`src/rtl/jam_perm_engine.sv`:
```
// jam_perm_engine: exhaustive job-assignment search over all N! permutations,
// reporting the minimum total cost and how many permutations reach it.
module jam_perm_engine #(
  parameter int N = 8,
  parameter int CW = 7,
  parameter int MCW = 4,
  parameter int AUTO_START = 1,
  localparam int IW = ($clog2(N) < 1) ? 1 : $clog2(N),
  localparam int SW = CW + IW
) (
  input  logic           clk,
  input  logic           rst_n,
  input  logic           start,
  input  logic           prune,
  output logic [IW-1:0]  w,
  output logic [IW-1:0]  j,
  input  logic [CW-1:0]  cost,
  output logic           busy,
  output logic [MCW-1:0] match_count,
  output logic [SW-1:0]  min_cost,
  output logic           valid
);
  typedef enum logic [1:0] {IDLE, ACC, STEP, DONE} state_t;
  state_t state, nstate;
  logic [IW-1:0] perm [N];
  logic [IW-1:0] sw_p [N];
  logic [IW-1:0] nxt [N];
  logic [IW-1:0] k, piv, suc;
  logic [SW-1:0] acc, sum;
  logic prune_l, pruned, auto_pend, go, last_k, cut, has_piv;

  assign go = start || auto_pend;
  assign sum = acc + SW'(cost);
  assign last_k = k == IW'(N - 1);
  // strict '>' keeps ties alive so the match count stays exact
  assign cut = prune_l && (sum > min_cost) && !last_k;

  always_ff @(posedge clk or negedge rst_n)
    if (!rst_n) state <= IDLE;
    else state <= nstate;

  always_comb begin
    nstate = state;
    case (state)
      IDLE: nstate = go ? ACC : IDLE;
      ACC: nstate = (cut || last_k) ? STEP : ACC;
      STEP: nstate = has_piv ? ACC : DONE;
      default: nstate = IDLE;
    endcase
  end

  always_comb begin
    busy = (state == ACC) || (state == STEP);
    valid = state == DONE;
    w = (state == ACC) ? k : '0;
    j = (state == ACC) ? perm[k] : '0;
  end

  // next lexicographic permutation: pivot, successor, swap, reverse suffix
  always_comb begin
    piv = '0;
    has_piv = 1'b0;
    for (int i = 0; i < N - 1; i++)
      if (perm[i] < perm[i+1]) begin
        piv = IW'(i);
        has_piv = 1'b1;
      end
    suc = '0;
    for (int i = 0; i < N; i++)
      if (IW'(i) > piv && perm[i] > perm[piv]) suc = IW'(i);
    sw_p = perm;
    sw_p[piv] = perm[suc];
    sw_p[suc] = perm[piv];
    for (int i = 0; i < N; i++)
      nxt[i] = (IW'(i) > piv) ? sw_p[IW'(N) + piv - IW'(i)] : sw_p[i];
  end

  always_ff @(posedge clk or negedge rst_n)
    if (!rst_n) begin
      for (int i = 0; i < N; i++) perm[i] <= IW'(i);
      k <= '0;
      acc <= '0;
      min_cost <= '1;
      match_count <= '0;
      prune_l <= 1'b0;
      pruned <= 1'b0;
      auto_pend <= AUTO_START != 0;
    end else begin
      case (state)
        IDLE:
          if (go) begin
            for (int i = 0; i < N; i++) perm[i] <= IW'(i);
            k <= '0;
            acc <= '0;
            min_cost <= '1;
            match_count <= '0;
            prune_l <= prune;
            pruned <= 1'b0;
            auto_pend <= 1'b0;
          end
        ACC: begin
          pruned <= cut;
          if (!cut) acc <= sum;
          k <= k + 1'b1;
        end
        STEP: begin
          if (!pruned && acc < min_cost) begin
            min_cost <= acc;
            match_count <= MCW'(1);
          end else if (!pruned && acc == min_cost && match_count != '1)
            match_count <= match_count + 1'b1;
          perm <= nxt;
          acc <= '0;
          k <= '0;
        end
        default: ;
      endcase
    end
endmodule

```
`config.mk`:
```
export PLATFORM = sky130hd
export DESIGN_NAME = jam_perm_engine
export DESIGN_NICKNAME = d
export VERILOG_FILES = /design/src/rtl/jam_perm_engine.sv
export SDC_FILE = /design/constraint.sdc
export NUM_CORES = 1
export LEC_CHECK = 0
export ABC_AREA = 1
export CORE_UTILIZATION = 60
export DETAILED_ROUTE_END_ITERATION = 8
export DONT_BUFFER_PORTS = 1
export PLACE_DENSITY = 0.9
export SETUP_SLACK_MARGIN = 0.2
export SYNTH_ARGS = -nofsm -noshare
export SYNTH_HDL_FRONTEND = slang
export SYNTH_SLANG_ARGS = --single-unit
```
`constraint.sdc`:
```
create_clock -name clk -period 4.92 [get_ports clk]
set_clock_uncertainty 0.2 [all_clocks]
set_input_delay 0.984 -clock clk [delete_from_list [all_inputs] [get_ports clk]]
set_output_delay 0.984 -clock clk [all_outputs]
set_load 0.05 [all_outputs]
```
==> results.toml, run 1 <==
[place]
dp_hpwl_mm = 19.3
dp_slack_ns = -0.255
gp_congestion = 1.03
placedInstanceArea_um2 = 7700
numPortBuffers = 0

[yosys]
syn-cell-area_um2 = 6740
synth_flop_cell = "dfrtp_1"
synth-warning-count = 0
synth-seq-cells = 56
postSynthAreaPerCell_um2 = 6.41
async_reset_ff_share_pct = 100
synth.most_common_cell = "nand2_1"
ys_seq_area_share_pct = 21.2
synth_edf_count = 0
synth_commonest_cells = "nand2_1, nand3_1, inv_1"
synth_top_area_cell = "nand2_1"
synth_top_area_share_pct = 14.0
syn_nets = 1134
synth_cells = 1052
netlist-cell-type-count = 47
synth_area_leaders = "nand2_1, nand3_1, ha_1"

[clocking]
cts_made_buffers = 5
h-tree-depth = 2
clock_sinks = 56
cts_root_buf = "clkbuf_8"
max-clock-path-buffers = 2

[floorplan]
boundaryPins = 33
initial_core_util_pct = 61.9
rows = 38
die_y_um = 108
die_w_um = 108

[run_status]
stop_stage = "global routing (5_1_grt)"
status = "stopped before the end"
tool.error = "[ERROR GRT-0232] Routing congestion too high. Check the congestion heatmap in the GUI."

[grt]
grt_max_degree = 57
grt.overflow.total = 7
track_usage_pct = 81.1

[sta]
endpoint_type = "register input"
worst_endpoint = "perm[14]$_DFFE_PN0P_/D"
==> layer usage <==
layer / global-route usage [%] / GRT overflow
met5: 45.1 / 0
met4: 76.6 / 2
met3: 73.3 / 1
met2: 91.8 / 4
met1: 81.9 / 0
==> repair_timing <==
action / 4_1_cts
hold buffers: 0
pin swaps: 93
gates resized for setup: 200
endpoints found under the setup margin: 24
buffers inserted: 28
==> metrics by stage <==
step                      util, %  hold slack [ns]  std cells
after floorplan                 -            0.241       1052
after global placement       70.8            0.249       1279
after detailed placement     70.8            0.261       1279
after CTS                    81.9           0.0957       1315
==> cells by family after synthesis <==
kind of cell | synth area share, %
and+or+nand+nor | 37.7
muxes | 0.464
buffers and inverters | 10.4
AOI/OAI and AO/OA | 15.5
DFF | 21.2
xor gates and xnor gates | 1.43
adders and majority gates | 13.3
==> inputs of run 2 (changes only) <==
- CORE_UTILIZATION: 60 -> 40
- PLACE_DENSITY: 0.9 -> default
- PLACE_DENSITY_LB_ADDON: default -> 0.15
- SETUP_SLACK_MARGIN: 0.2 -> default
- clock period: 4.92 -> 6.4 ns (I/O delays scaled with it)
==> run 2 against run 1 <==
  * The flow now finishes without violations
  * Area after synthesis did not move
  * Synthesized cell count did not move
==> results.toml, run 2 <==
[run_status]
status = "finished clean"

[yosys]
synth_top_area_cell = "nand2_1"
synth-warning-count = 0
syn_nets = 1134
ys_seq_area_share_pct = 21.2
synth_commonest_cells = "nand2_1, nand3_1, inv_1"
postSynthAreaPerCell_um2 = 6.41
synth_cells = 1052
netlist-cell-type-count = 47
async_reset_ff_share_pct = 100
synth_edf_count = 0
synth-seq-cells = 56
synth_area_leaders = "nand2_1, nand3_1, ha_1"
synth_top_area_share_pct = 14.0
syn-cell-area_um2 = 6740
synth.most_common_cell = "nand2_1"
synth_flop_cell = "dfrtp_1"

[critical_path]
cp_num_cells = 34
startpoint_type = "flop"
critPathKind = "reg -> reg"
cp.arrival_ns = 5.86
slowest_stage = "dfstp_2"
cp.buffers_inverters = 5
ff2ff_path_depth = 34
cp_slowest_stage_delay_ns = 0.64
crit_path_end_kind = "flop"
cp_top_family = "simple AND/OR/NAND/NOR gates"
path_max_fanout = 14
critPathMostFrequentCell = "nand2_1"
cp.required_ns = 6.38

[floorplan]
rows = 47
die_y_um = 132
core_um2 = 16500
boundaryPins = 33
initial_core_util_pct = 40.8
die_w_um = 132
dieArea_um2 = 17400

[clocking]
clock_sinks = 56
clk_pin_slew_ns = 0.09
cts-resized-gates = 0
cts_made_buffers = 5
clock_latency_ns = 0.32
max-clock-path-buffers = 2
cts_root_buf = "clkbuf_16"
cts_hold_buf = 0
h-tree-depth = 2
cts_setup_buffers = 0
tritoncts = "built"

[min_path]
min_path_cells = 2
hold_path_class = "reg -> reg"

[sta]
worst_pin_slew_ns = 0.856
setup_tns_ns = 0
min_period_ns = 5.89
fin_crit_sh_pct = 92.0
timing.final.max_slew_violations = 0
hold_viol = 0
rsz0062_at_grt = "no"
fmax_mhz = 170
setup_violations = 0
slew_headroom_pct = 42.9

[routing]
drc_errors = 0
vias_per_cell = 5.68
wl_mm = 24.3
avgRoutedWirePerCell_um = 19.2
drt_iter0_drc = 688
drtAntennaViolNets = 0
num_vias = 7190
first_pass_iters = 6

[place]
numPortBuffers = 0
dp_hpwl_mm = 18.4
gp_congestion = 1.01

[layout]
largest_reg_flops = 24
antenna_cells = 0
layout_commonest_cell = "nand2_1"
top_regs = "perm x24, acc x10, min_cost x10"
nets = 1126
nFillCells = 1771
drive_gt1_share_pct = 9.76
area_growth_pct = 5.76
mostFrequentLayoutCells = "nand2_1, nand3_1, inv_1"
regMostFlops = "perm"

[run]
cap_violations = 0

[grt]
grt_pass1_vias = 6806
track_usage_pct = 28.8
grt_max_degree = 57
grt.overflow.total = 0
antenna_found_initial = 0
grt_pass1_wl_mm = 38.7
==> run 2: cell counts after synthesis <==
No cell type changed its count.
==> run 2: metrics by stage <==
step | cell area [um^2] | hold WS [ns] | util [%] | setup slack, ns | std cells
2_1_floorplan | 6740 | 0.241 | - | 1.18 | 1052
3_3_place_gp | 6970 | 0.261 | 42.2 | 0.611 | 1257
3_5_place_dp | 6970 | 0.263 | 42.2 | 0.648 | 1257
4_1_cts | 7120 | 0.277 | 43.1 | 0.628 | 1265
5_1_grt | 7130 | 0.328 | 43.1 | 0.00434 | 1265
6_report | 7130 | 0.272 | 43.1 | 0.513 | 1265
==> run 2: path summary, 6_finish.rpt <==
check / start / end / slack, ns
min in group asynchronous: rst_n / perm[7] / 0.44
min: auto_pend / auto_pend / 0.27
max in group asynchronous: rst_n / auto_pend / 5.33
min reg2reg: auto_pend / auto_pend / 0.27
max: perm[2] / perm[10] / 0.51
max reg2reg: perm[2] / perm[10] / 0.51
==> run 2: layer usage <==
| layer | part of all wire [%] | global-route usage (%) | wire (um) |
|---|---|---|---|
| met1 | 43 | 37.8 | 10500 |
| met2 | 44 | 46.0 | 10800 |
| met3 | 7.0 | 4.69 | 1710 |
| met4 | 5.5 | 14.3 | 1340 |
| met5 | 0 | 0 | 0 |
==> run 2: tightest hold or removal path: cells and delay by family, from the launching register on <==
family                 cells  cell delay, ns
buffers and inverters      1            0.06
flip-flops                 1            0.37
AND/OR/NAND/NOR            1            0.04
==> run 2: cells by family after synthesis <==
group | after synthesis | share of synthesized area (%)
AO/OA/AOI/OAI | 192 | 15.5
flip-flops | 56 | 21.2
XOR/XNOR | 11 | 1.43
buffers and inverters | 177 | 10.4
AND/OR/NAND/NOR | 542 | 37.7
multiplexers | 3 | 0.464
adder cells (fa/ha/maj) | 71 | 13.3
==> run 2: area by class of cell <==
class	count	area, um^2	area share [%]
Inverter	149	559	7.85
Clock inverter	3	28.8	0.404
Tap cell	220	275	3.86
Sequential cell	56	1430	20.1
Timing Repair Buffer	13	101	1.42
Multi-Input combinational cell	819	4610	64.6
Clock buffer	5	125	1.76
Power of run 2 is left out: the tool's default activity adds up to more than one toggle a clock period on the data nets, which glitch-free logic cannot reach.
==> inputs of run 3 (changes only) <==
- CAP_MARGIN: default -> 5
==> results of run 3 <==
Final layout, timing and power as in run 2 (identical DEF).
Power of run 3 is left out for the same reason.
